**config.mk**
```make
export PLATFORM = sky130hd
export DESIGN_NAME = pipeline_hazard_ctrl_flat
export DESIGN_NICKNAME = d
export VERILOG_FILES = /design/src/rtl/pipeline_hazard_ctrl_if.sv /design/src/rtl/pipeline_hazard_ctrl.sv /design/src/flat_wrapper.sv
export SDC_FILE = /design/constraint.sdc
export NUM_CORES = 1
export LEC_CHECK = 0
export ABC_AREA = 1
export CORE_MARGIN = 5
export CORE_UTILIZATION = 35
export DETAILED_ROUTE_END_ITERATION = 8
export HOLD_SLACK_MARGIN = 0.1
export PLACE_DENSITY = 0.88
export SYNTH_ARGS = -nofsm -noshare
export SYNTH_HDL_FRONTEND = slang
export SYNTH_SLANG_ARGS = --single-unit
```
**constraint.sdc**
```tcl
create_clock -name clk -period 2.05 [get_ports clk]
set_input_delay 0.41 -clock clk [delete_from_list [all_inputs] [get_ports clk]]
set_output_delay 0.41 -clock clk [all_outputs]
set_load 0.01 [all_outputs]
```
**src/rtl/pipeline_hazard_ctrl_if.sv**
```systemverilog
// Hazard-control bundle between the 5-stage pipeline and its stall/flush sequencer.
// master = pipeline side (hazard inputs, reads controls); slave = sequencer side.
interface pipeline_hazard_ctrl_if #(
   parameter int PC_WIDTH = 32,
   parameter int REG_AW   = 5
);
   logic [REG_AW-1:0]   id_rs1;
   logic [REG_AW-1:0]   id_rs2;
   logic                id_rs1_used;
   logic                id_rs2_used;
   logic                ex_is_load;
   logic [REG_AW-1:0]   ex_rd;
   logic                ex_branch_taken;
   logic [PC_WIDTH-1:0] ex_branch_target;
   logic                ex_mc_req;
   logic                mc_done;
   logic                pc_stall;
   logic                pc_redirect;
   logic [PC_WIDTH-1:0] pc_target;
   logic                if_id_stall;
   logic                if_id_flush;
   logic                id_ex_stall;
   logic                id_ex_bubble;
   logic                mc_start;
   logic                mc_err;

   modport master (
      output id_rs1, id_rs2, id_rs1_used, id_rs2_used,
      output ex_is_load, ex_rd, ex_branch_taken,
      output ex_branch_target, ex_mc_req, mc_done,
      input  pc_stall, pc_redirect, pc_target,
      input  if_id_stall, if_id_flush,
      input  id_ex_stall, id_ex_bubble,
      input  mc_start, mc_err
   );

   modport slave (
      input  id_rs1, id_rs2, id_rs1_used, id_rs2_used,
      input  ex_is_load, ex_rd, ex_branch_taken,
      input  ex_branch_target, ex_mc_req, mc_done,
      output pc_stall, pc_redirect, pc_target,
      output if_id_stall, if_id_flush,
      output id_ex_stall, id_ex_bubble,
      output mc_start, mc_err
   );
endinterface

```
**src/rtl/pipeline_hazard_ctrl.sv**
```systemverilog
// Stall/flush sequencer: branch redirect, load-use bubble, mul/div wait, imem flush.
// Ports: clk, rst (async, active-low), hz (slave: hazard inputs in, PC/IF-ID/ID-EX controls out).
module pipeline_hazard_ctrl #(
   parameter int PC_WIDTH   = 32,
   parameter int REG_AW     = 5,
   parameter int IMEM_LAT   = 1,
   parameter int MC_TIMEOUT = 64
) (
   input  logic                 clk,
   input  logic                 rst,
   pipeline_hazard_ctrl_if.slave hz
);
   localparam int WW = (MC_TIMEOUT > 2) ? $clog2(MC_TIMEOUT) : 1;
   // Last wait count before giving up; start cycle plus waits equals MC_TIMEOUT.
   localparam logic [WW-1:0] W_LAST = WW'(MC_TIMEOUT - 2);
   localparam logic [1:0]    F_LOAD = 2'(IMEM_LAT);

   typedef enum logic [1:0] {
      RUN     = 2'd0,
      MC_WAIT = 2'd1,
      FLUSH   = 2'd2
   } state_t;

   state_t            state, state_n;
   logic [1:0]        fcnt, fcnt_n;
   logic [WW-1:0]     wcnt, wcnt_n;
   logic              err, err_n;

   logic [REG_AW-1:0] rd;
   logic              br;
   logic              load_use;

   logic              pc_stall_c, pc_redirect_c, if_id_stall_c;
   logic              if_id_flush_c, id_ex_stall_c, id_ex_bubble_c;
   logic              mc_start_c;
   logic [PC_WIDTH-1:0] target_c;

   assign rd = hz.ex_rd;
   assign br = hz.ex_branch_taken;
   assign load_use = hz.ex_is_load && (rd != '0) &&
                     ((hz.id_rs1_used && (hz.id_rs1 == rd)) ||
                      (hz.id_rs2_used && (hz.id_rs2 == rd)));

   always_ff @(posedge clk or negedge rst) begin
      if (!rst) begin
         state <= RUN;
         fcnt  <= '0;
         wcnt  <= '0;
         err   <= 1'b0;
      end else begin
         state <= state_n;
         fcnt  <= fcnt_n;
         wcnt  <= wcnt_n;
         err   <= err_n;
      end
   end

   always_comb begin
      state_n = state;
      fcnt_n  = fcnt;
      wcnt_n  = wcnt;
      err_n   = err;
      unique case (state)
         RUN: begin
            if (br) begin
               if (IMEM_LAT > 0) begin
                  state_n = FLUSH;
                  fcnt_n  = F_LOAD;
               end
            end else if (hz.ex_mc_req) begin
               state_n = MC_WAIT;
               wcnt_n  = '0;
            end
         end
         MC_WAIT: begin
            if (hz.mc_done) begin
               state_n = RUN;
            end else begin
               wcnt_n = wcnt + 1'b1;
               if (wcnt == W_LAST) begin
                  err_n   = 1'b1;
                  state_n = RUN;
               end
            end
         end
         FLUSH: begin
            if (br) begin
               fcnt_n = F_LOAD;
            end else begin
               fcnt_n = fcnt - 2'd1;
               if (fcnt == 2'd1) state_n = RUN;
            end
         end
         default: state_n = RUN;
      endcase
   end

   always_comb begin
      pc_stall_c     = 1'b0;
      pc_redirect_c  = 1'b0;
      if_id_stall_c  = 1'b0;
      if_id_flush_c  = 1'b0;
      id_ex_stall_c  = 1'b0;
      id_ex_bubble_c = 1'b0;
      mc_start_c     = 1'b0;
      // Reset blanks every control, even mid-sequence.
      if (rst) begin
         unique case (state)
            RUN: begin
               if (br) begin
                  pc_redirect_c  = 1'b1;
                  if_id_flush_c  = 1'b1;
                  id_ex_bubble_c = 1'b1;
               end else if (hz.ex_mc_req) begin
                  mc_start_c    = 1'b1;
                  pc_stall_c    = 1'b1;
                  if_id_stall_c = 1'b1;
                  id_ex_stall_c = 1'b1;
               end else if (load_use) begin
                  pc_stall_c     = 1'b1;
                  if_id_stall_c  = 1'b1;
                  id_ex_bubble_c = 1'b1;
               end
            end
            MC_WAIT: begin
               if (!hz.mc_done) begin
                  pc_stall_c    = 1'b1;
                  if_id_stall_c = 1'b1;
                  id_ex_stall_c = 1'b1;
               end
            end
            FLUSH: begin
               if_id_flush_c = 1'b1;
               if (br) begin
                  pc_redirect_c  = 1'b1;
                  id_ex_bubble_c = 1'b1;
               end
            end
            default: ;
         endcase
      end
   end

   always_comb begin
      target_c = '0;
      if (pc_redirect_c) target_c = hz.ex_branch_target;
   end

   assign hz.pc_stall     = pc_stall_c;
   assign hz.pc_redirect  = pc_redirect_c;
   assign hz.pc_target    = target_c;
   assign hz.if_id_stall  = if_id_stall_c;
   assign hz.if_id_flush  = if_id_flush_c;
   assign hz.id_ex_stall  = id_ex_stall_c;
   assign hz.id_ex_bubble = id_ex_bubble_c;
   assign hz.mc_start     = mc_start_c;
   assign hz.mc_err       = err & rst;
endmodule

```
**src/flat_wrapper.sv**
```systemverilog
// flat-port wrapper written by rule: the top's interface ports become plain ports
module pipeline_hazard_ctrl_flat 
#(
   parameter int PC_WIDTH   = 32,
   parameter int REG_AW     = 5,
   parameter int IMEM_LAT   = 1,
   parameter int MC_TIMEOUT = 64
)
  (clk, rst, hz_id_rs1, hz_id_rs2, hz_id_rs1_used, hz_id_rs2_used, hz_ex_is_load, hz_ex_rd, hz_ex_branch_taken, hz_ex_branch_target, hz_ex_mc_req, hz_mc_done, hz_pc_stall, hz_pc_redirect, hz_pc_target, hz_if_id_stall, hz_if_id_flush, hz_id_ex_stall, hz_id_ex_bubble, hz_mc_start, hz_mc_err);
  pipeline_hazard_ctrl_if #(.PC_WIDTH(PC_WIDTH), .REG_AW(REG_AW)) hz_i ();
  input  logic clk;
  input  logic rst;
  input wire logic [$bits(hz_i.id_rs1)-1:0] hz_id_rs1;
  input wire logic [$bits(hz_i.id_rs2)-1:0] hz_id_rs2;
  input wire logic [$bits(hz_i.id_rs1_used)-1:0] hz_id_rs1_used;
  input wire logic [$bits(hz_i.id_rs2_used)-1:0] hz_id_rs2_used;
  input wire logic [$bits(hz_i.ex_is_load)-1:0] hz_ex_is_load;
  input wire logic [$bits(hz_i.ex_rd)-1:0] hz_ex_rd;
  input wire logic [$bits(hz_i.ex_branch_taken)-1:0] hz_ex_branch_taken;
  input wire logic [$bits(hz_i.ex_branch_target)-1:0] hz_ex_branch_target;
  input wire logic [$bits(hz_i.ex_mc_req)-1:0] hz_ex_mc_req;
  input wire logic [$bits(hz_i.mc_done)-1:0] hz_mc_done;
  output wire logic [$bits(hz_i.pc_stall)-1:0] hz_pc_stall;
  output wire logic [$bits(hz_i.pc_redirect)-1:0] hz_pc_redirect;
  output wire logic [$bits(hz_i.pc_target)-1:0] hz_pc_target;
  output wire logic [$bits(hz_i.if_id_stall)-1:0] hz_if_id_stall;
  output wire logic [$bits(hz_i.if_id_flush)-1:0] hz_if_id_flush;
  output wire logic [$bits(hz_i.id_ex_stall)-1:0] hz_id_ex_stall;
  output wire logic [$bits(hz_i.id_ex_bubble)-1:0] hz_id_ex_bubble;
  output wire logic [$bits(hz_i.mc_start)-1:0] hz_mc_start;
  output wire logic [$bits(hz_i.mc_err)-1:0] hz_mc_err;
  assign hz_i.id_rs1 = hz_id_rs1;
  assign hz_i.id_rs2 = hz_id_rs2;
  assign hz_i.id_rs1_used = hz_id_rs1_used;
  assign hz_i.id_rs2_used = hz_id_rs2_used;
  assign hz_i.ex_is_load = hz_ex_is_load;
  assign hz_i.ex_rd = hz_ex_rd;
  assign hz_i.ex_branch_taken = hz_ex_branch_taken;
  assign hz_i.ex_branch_target = hz_ex_branch_target;
  assign hz_i.ex_mc_req = hz_ex_mc_req;
  assign hz_i.mc_done = hz_mc_done;
  assign hz_pc_stall = hz_i.pc_stall;
  assign hz_pc_redirect = hz_i.pc_redirect;
  assign hz_pc_target = hz_i.pc_target;
  assign hz_if_id_stall = hz_i.if_id_stall;
  assign hz_if_id_flush = hz_i.if_id_flush;
  assign hz_id_ex_stall = hz_i.id_ex_stall;
  assign hz_id_ex_bubble = hz_i.id_ex_bubble;
  assign hz_mc_start = hz_i.mc_start;
  assign hz_mc_err = hz_i.mc_err;
  pipeline_hazard_ctrl #(.PC_WIDTH(PC_WIDTH), .REG_AW(REG_AW), .IMEM_LAT(IMEM_LAT), .MC_TIMEOUT(MC_TIMEOUT)) u_core (.clk(clk), .rst(rst), .hz(hz_i));
endmodule
```
Word level (Yosys, flattened, before mapping)
Cells that the tools add are included. Widths: inputs -> output; s select.

Logic and storage cells: 72. Register bits: 11. Output and inout port bits: 40.

Equality and inequality tests: 14. Bitwise logic cells: 2. $add $sub $neg: 2. Reduce and logical (&&, ||, !) cells: 14. Multiplexer cells: 36.

Operators by type and width (number): $mux 32 (1); $mux 6 (3); $mux 1 (17); $mux 2 (8); $pmux 6 s2 (1); $eq 5x5->1 (2); $ne 2x2->1 const B (5); $pmux 1 s2 (4); $reduce_and 4->1 (2); $add 6x1->6 const B (1); $eq 6x6->1 const B (1); $pmux 2 s3 (1); $reduce_bool 5->1 (1); $eq 2x1->1 const B (2); $logic_and 1x1->1 (4); $pmux 2 s2 (1); $reduce_bool 2->1 (2); $ne 3x2->1 const B (1); $ne 3x3->1 const B (1); $reduce_and 3->1 (1); $eq 2x2->1 const B (1); $logic_not 2->1 (1); $ne 2x1->1 const B (1); $reduce_and 2->1 (1); other kinds (5) (5).

Longest topological paths before layout
Gate-level depths: netlist (run 1).

Depth after elaboration: 9. Depth in mapped cells: 9. Mapped depth without buffers: 8.

Least setup slack after synthesis (run 1)
No wires, ideal clock.

Path type: reg-to-output. Start: reg u_core.state[0]. End: out hz_pc_target[0]. Buffers on the path: 1. Path slack: 0.404 ns. Data arrival time: 1.236 ns. Data required time: 1.640 ns. Cell stages (with the launch flop): 7. Cells stage by stage: dfrtp_1 inv_1 nand2_1 nor2_1 inv_1 buf_4 nor2_1.

Longest elaborated chain between the ends: 5. Elaborated cells between the ends (all ways): 6.

Ends and longest elaborated chain: start, declared (RTL line pipeline_hazard_ctrl.sv:24) `state_t state, state_n;`; start signal, assigned (RTL line pipeline_hazard_ctrl.sv:51) `state <= state_n;`; $eq 2x2->1 or $logic_not 2->1 (tied branches) (RTL line pipeline_hazard_ctrl.sv:108) `unique case (state)`; $reduce_or 2->1 (no line) *; $mux 1 *; $mux 1 * (RTL line pipeline_hazard_ctrl.sv:107) `if (rst) begin`; net hz_pc_redirect (RTL line flat_wrapper.sv:24) `output wire logic [$bits(hz_i.pc_redirect)-1:0] hz_pc_redirect;`; $mux 32 * (RTL line pipeline_hazard_ctrl.sv:146) `if (pc_redirect_c) target_c = hz.ex_branch_target;`; end, declared (RTL line flat_wrapper.sv:25) `output wire logic [$bits(hz_i.pc_target)-1:0] hz_pc_target;`.

The timed path passes the listed nets; every way through them passes the cells marked *.

Final worst setup path (run 1)
Start: in hz_id_rs1[0]. End: out hz_id_ex_bubble.

Longest elaborated chain between the ends: 9.

Ends and longest elaborated chain: start, declared (RTL line flat_wrapper.sv:13) `input wire logic [$bits(hz_i.id_rs1)-1:0] hz_id_rs1;`; $eq 5x5->1 (RTL line pipeline_hazard_ctrl.sv:41) `((hz.id_rs1_used && (hz.id_rs1 == rd)) ||`; $logic_and 1x1->1 (RTL line pipeline_hazard_ctrl.sv:41); $logic_or 1x1->1 (RTL line pipeline_hazard_ctrl.sv:41); $logic_and 1x1->1 (RTL line pipeline_hazard_ctrl.sv:40) `assign load_use = hz.ex_is_load && (rd != '0) &&`; $mux 1 (RTL line pipeline_hazard_ctrl.sv:119) `end else if (load_use) begin`; $mux 1 (RTL line pipeline_hazard_ctrl.sv:114) `end else if (hz.ex_mc_req) begin`; $mux 1 (RTL line pipeline_hazard_ctrl.sv:110) `if (br) begin`; $pmux 1 s2 (RTL line pipeline_hazard_ctrl.sv:108); $mux 1 (RTL line pipeline_hazard_ctrl.sv:107); end, declared (RTL line flat_wrapper.sv:29) `output wire logic [$bits(hz_i.id_ex_bubble)-1:0] hz_id_ex_bubble;`.

No other way between the ends.

==> results of run 1 <==
## synth_stat cells, drive strengths merged
cell type  count
o21bai         1
dfrtp         11
nand4          3
o21ai          5
nor2          53
nand2         50
nand3          8
nor4           1
a21oi          5
a32o           1
inv           61
buf            4
o31ai          1
a21o           1
ha             3
## state kept, by name, summed over array words and instances (netlist names)
name	cells
u_core.err	1
u_core.fcnt	2
u_core.state	2
u_core.wcnt	6
## placed cells by master, fill, tap and decap left out, types with 2 or more instances in the layout
cell             instances
buf_2                   28
inv_1                   53
dlygate4sd2_1            9
inv_2                    7
clkdlybuf4s50_1         39
dlymetal6s2s_1           9
nand2_1                 46
ha_1                     3
buf_4                   18
o21ai_1                  2
nor2_2                   4
nand2_2                  3
nand3_1                  6
clkbuf_2                 3
nand4_1                  3
o21ai_0                  3
clkdlybuf4s15_1          2
clkbuf_4                 3
dfrtp_1                  9
dfrtp_2                  2
clkdlybuf4s15_2          4
nor2_1                  48
a21oi_1                  5
## final timing paths
path                                        end  slack (ns)  cells after the start
worst max-delay path            hz_id_ex_bubble        0.09                      9
worst min-delay path            u_core.state[1]        0.22                      2
worst max register to register   u_core.wcnt[1]        0.67                      8
worst min register to register       u_core.err        0.50                      1
max in group asynchronous        u_core.wcnt[3]        1.66                      2
min in group clk                     u_core.err        0.50                      1
## power by group through the flow
| stage | clock network, W | logic (W) | registers [W] |
|---|---|---|---|
| 2_1_floorplan | 0 | 0.000326 | 0.000308 |
| 3_3_place_gp | 0 | 0.000659 | 0.000314 |
| 3_5_place_dp | 0 | 0.000674 | 0.000318 |
| 4_1_cts | 0.000157 | 0.000657 | 0.000317 |
| 5_1_grt | 0.000171 | 0.000740 | 0.000332 |
| 6_report | 0.000149 | 0.000663 | 0.000324 |
## area by class of cell
type | instances | area, µm² | share of cell area
tap | 44 | 55.1 | 0.0248
sequential | 11 | 278 | 0.125
clock buffer | 4 | 26.3 | 0.0119
multi-input combinational | 132 | 642 | 0.290
timing repair buffer | 114 | 985 | 0.444
inverter | 61 | 231 | 0.104
## kinds of logic after synthesis
family | share of synthesized area
compound gates | 0.0757
fa+ha+maj | 0.0324
buf+inv | 0.232
flops | 0.238
simple gates | 0.422
## worst max-delay path: cells and delay by family
| family | cells | cell delay (ns) |
|---|---|---|
| buf+inv | 2 | 0.57 |
| simple gates | 7 | 0.57 |
## metal layers
layer,GRT usage,vias to the layer above,routed length [µm]
met5,0,-,0
met4,0.0633,0,109
met3,0.0699,13,566
met2,0.365,75,2110
met1,0.197,697,1670
li1,-,828,-
## repair_timing
item | in CTS | in global routing
pin swaps | 1 | 11
gates cloned | 1 | 0
endpoints found under the setup margin | 40 | 28
buffers inserted | 1 | 1
gates resized for setup | 150 | 23
## stage by stage
stage / utilization / worst slack, ns
6_report: 0.715 / 0.0869
5_1_grt: 0.715 / -0.00366
4_1_cts: 0.707 / -0.101
3_5_place_dp: 0.727 / -0.513
3_3_place_gp: 0.727 / -0.427
2_1_floorplan: - / 0.404
==> flow_summary.ini, run 1 <==
[floorplanning]
die_area_um2 = 4560
rows = 20
design.portCount = 95
die_w_um = 67.5
die_h_um = 67.5
start_util = 0.373
core_um2 = 3100

[clock_tree]
ctsHoldBuffers = 0
clk_path_buf_depth = 2
cts_tree = done
htree_levels = 1
clk_pin_slew_worst_paths_ns = 0.07
clock_latency_ns = 0.28
clockRootBuffer = clkbuf_4
cts.sinks = 11
numCtsBuffers = 3

[timing]
fin_tns_setup_ns = 0
finalHoldViolCount = 0
finClkSkew_ns = 0.00597
slew_violations = 0
slew-limit-headroom = 0.806
finalHoldWorstSlack_ns = 0.220
min_period_over_period = 0.958
worst_slew_pin_slew_ns = 0.289
finalSetupViolations = 0
timing.final.crit_period_ns = 1.96
max_freq_mhz = 509

[drt]
drtAntennaViolNets = 0
vias = 1613
firstDrtPassIters = 4
via_per_inst = 4.41
avgRoutedWirePerCell_um = 12.2
remaining_drc_errors = 0
totalWireLength_um = 4460
first_iter_violations = 47

[worst_setup_path]
startpoint = hz_id_rs1[0]
start_kind = input port
worst_path_max_delay_cell = clkdlybuf4s50_1
critPathRequiredTime_ns = 1.64
end_kind = output pin
path_max_fanout = 2
crit_path_frequent_cell = nand2_1
path_cells = clkdlybuf4s50_1 > nand2_1 > nand2_1 > nor2_1 > nand3_1 > nand2_2 > nand3_2 > nand2_1 > buf_2
r2r-start = u_core.state[1]
critPathArrivalTime_ns = 1.55
criticalPathCategory = in2out
slowest_delay_ns = 0.44

[grt]
grt_max_degree = 18
grt_pass1_wl_um = 6710
grt_overflow = 0
gr-usage-all-layers = 0.195
grt_pass1_vias = 1499
antenna_found_initial = 0

[run]
drv_cap = 0

[placed_design]
gp_congestion = 0.841
dp_cells = 359
io_buffers = 94
hpwl_um = 3620
place_area_um2 = 2260

[layout]
num_antenna_cells = 0
final_cells = 366
final_design_area_no_fill_um2 = 2220
layout.nets = 381
fillCellCount = 261
drive_gt1_frac = 0.252
area_growth_syn_to_layout_pct = 91.6

[pwr]
finalPower_w = 0.00114
p_leak_nw = 1.40
p_switching_w = 0.000453
netSwitchingFraction = 0.399
p_comb_frac = 0.584
p_per_area_nw_per_um2 = 513
intPower_w = 0.000684
clkPwrFrac = 0.131
seqPwrFrac = 0.285
ir_drop_mv = 0.613

[synth]
syn_area_um2 = 1160
synth_cell_types = 23
ys_seq_elements = 11
post-synth-top-area-cell = dfrtp_1
ys_seq_area_frac = 0.238
avgSynthCellArea_um2 = 5.56
postSynthCellCount = 208
synth_top_area_frac = 0.238
synth_nets = 266
yosys_warnings = 0
synthTopCellsByArea = dfrtp_1, inv_1, nor2_1, nand2_1, ha_1

[status]
outcome = finished clean

[min_path]
min_path_type = in2async
(Power assumes the default switching activity.)
==> inputs of run 2 (changes only) <==
--- a/config.mk
+++ b/config.mk
@@ -9,8 +9,9 @@
 export CORE_MARGIN = 5
 export CORE_UTILIZATION = 35
 export DETAILED_ROUTE_END_ITERATION = 8
+export DONT_BUFFER_PORTS = 1
 export HOLD_SLACK_MARGIN = 0.1
-export PLACE_DENSITY = 0.88
+export PLACE_DENSITY = 0.51
 export SYNTH_ARGS = -nofsm -noshare
 export SYNTH_HDL_FRONTEND = slang
 export SYNTH_SLANG_ARGS = --single-unit
==> run 2 against run 1 <==
Count of clock-buffer cells in the layout is the same. Flip-flop and latch count is the same. Clock power grew 3%. Fmax grew 1.9%. Critical endpoint is now hz_pc_target[19]. Largest power group unchanged.
==> flow_summary.ini, run 2 (synthesized netlist as in run 1, its figures left out) <==
[status]
outcome = finished clean

[timing]
finalHoldViolCount = 0
timing.final.crit_period_ns = 1.93
max_freq_mhz = 519
finalHoldWorstSlack_ns = 0.256
min_period_over_period = 0.940
slew-limit-headroom = 0.650
finalSetupViolations = 0
rsz0062_at_grt = true
timing.final.ws_setup_ns = 0.123
slew_violations = 0
worst_slew_pin_slew_ns = 0.524
finClkSkew_ns = 0.00240

[layout]
layout.nets = 270
final_common_cell = inv_1
final_design_area_no_fill_um2 = 1230
fillCellCount = 349
regMostFlops = u_core.wcnt
num_antenna_cells = 0
area_growth_syn_to_layout_pct = 6.16
largest_reg_flops = 6
mostFrequentLayoutCells = inv_1, nor2_1, nand2_1
drive_gt1_frac = 0.0664
top_regs = u_core.wcnt x6, u_core.fcnt x2, u_core.state x2

[grt]
grt_max_degree = 34
grt_overflow = 0
grt_pass1_vias = 1165
gr-usage-all-layers = 0.135
antenna_found_initial = 0
grt_pass1_wl_um = 4780

[placed_design]
io_buffers = 0
hpwl_um = 2590
gp_congestion = 0.760
pre_cts_ws_ns = 0.432
place_area_um2 = 1190

[pwr]
finalPower_w = 0.000841
p_leak_nw = 0.804
intPower_w = 0.000466
p_switching_w = 0.000376
netSwitchingFraction = 0.446
ir_drop_mv = 0.416
p_per_area_nw_per_um2 = 685
clkPwrFrac = 0.183
p_comb_frac = 0.444
seqPwrFrac = 0.374

[clock_tree]
cts_tree = done
clock_latency_ns = 0.27
numCtsBuffers = 3
cts_setup_buffers = 0
htree_levels = 1
clk_pin_slew_worst_paths_ns = 0.08
clockRootBuffer = clkbuf_4
cts.sinks = 11
clk_path_buf_depth = 2

[drt]
via_per_inst = 4.49
totalWireLength_um = 3070
avgRoutedWirePerCell_um = 12.0
first_iter_violations = 48
firstDrtPassIters = 4
drtAntennaViolNets = 0
vias = 1144
remaining_drc_errors = 0

[worst_setup_path]
slowest_delay_ns = 0.45
path_cells = inv_1 > nand2_1 > nor2_1 > inv_1 > buf_4 > nor2_1
end_kind = output pin
start_kind = flop
path_max_fanout = 33
criticalPathCategory = reg2out
critPathArrivalTime_ns = 1.52
worst_path_max_delay_cell = dfrtp_1
critPathRequiredTime_ns = 1.64

[run]
drv_cap = 0

[floorplanning]
die_h_um = 67.5
design.portCount = 95
die_w_um = 67.5
core_um2 = 3100
start_util = 0.373
rows = 20
die_area_um2 = 4560

[min_path]
min_path_type = in2reg
-- run 2: cell types whose count changed in the layout (fill, tap and decap cells not counted), sizes merged --
cell / before / now
clkdlybuf4s50: 39 / 0
clkbuf: 7 / 4
dlygate4sd3: 0 / 1
clkdlybuf4s15: 6 / 0
dlymetal6s2s: 9 / 0
buf: 48 / 2
dlygate4sd2: 9 / 0
-- run 2: final timing paths --
check                              endpoint          startpoint  cells after the start  slack, ns
hold reg to reg                  u_core.err          u_core.err                      1       0.49
setup reg to reg             u_core.wcnt[1]     u_core.state[0]                      5       0.79
hold / removal              u_core.state[1]  hz_ex_branch_taken                      1       0.26
min in group asynchronous    u_core.wcnt[0]                 rst                      1       0.55
setup / recovery           hz_pc_target[19]     u_core.state[0]                      6       0.12
max in group asynchronous   u_core.state[1]                 rst                      1       1.15
-- run 2: per-stage QoR --
stage / std cells / TNS (ns) / utilization
2_1_floorplan: 208 / 0 / -
3_3_place_gp: 250 / 0 / 0.383
3_5_place_dp: 250 / 0 / 0.383
4_1_cts: 255 / 0 / 0.395
5_1_grt: 255 / -0.240 / 0.396
6_report: 255 / 0 / 0.396
-- run 2: repair_timing --
item,CTS,global route
endpoints found under the hold margin,11,0
gates resized for setup,0,1
hold buffers,1,0
setup endpoints to repair,0,22
-- run 2: area by class of cell --
| cell class | count | area (µm²) | area share |
|---|---|---|---|
| sequential | 11 | 275 | 0.224 |
| clock buffer | 4 | 26.3 | 0.0214 |
| tap | 44 | 55.1 | 0.0448 |
| inverter | 61 | 231 | 0.188 |
| multi-input combinational | 132 | 616 | 0.501 |
| timing repair buffer | 3 | 25.0 | 0.0204 |
-- run 2: critical path: cells and delay by family, from the launching register on --
family                 cells  cell delay [ns]
and+or+nand+nor            3             0.42
buffers and inverters      3             0.37
DFF                        1             0.45
-- run 2: power by group through the flow --
stage	sequential [W]	clock, W	combinational, W
after floorplan	0.000308	0	0.000326
after detailed placement	0.000319	0	0.000372
after CTS	0.000315	0.000161	0.000379
after global routing	0.000325	0.000173	0.000437
after global placement	0.000316	0	0.000368
final	0.000315	0.000154	0.000373
-- run 2: routing by layer --
layer  global-route usage  wire length (µm)
met4              0.00759                 0
met2                0.231              1450
met1                0.167              1340
met5                    0                 0
met3               0.0532               275
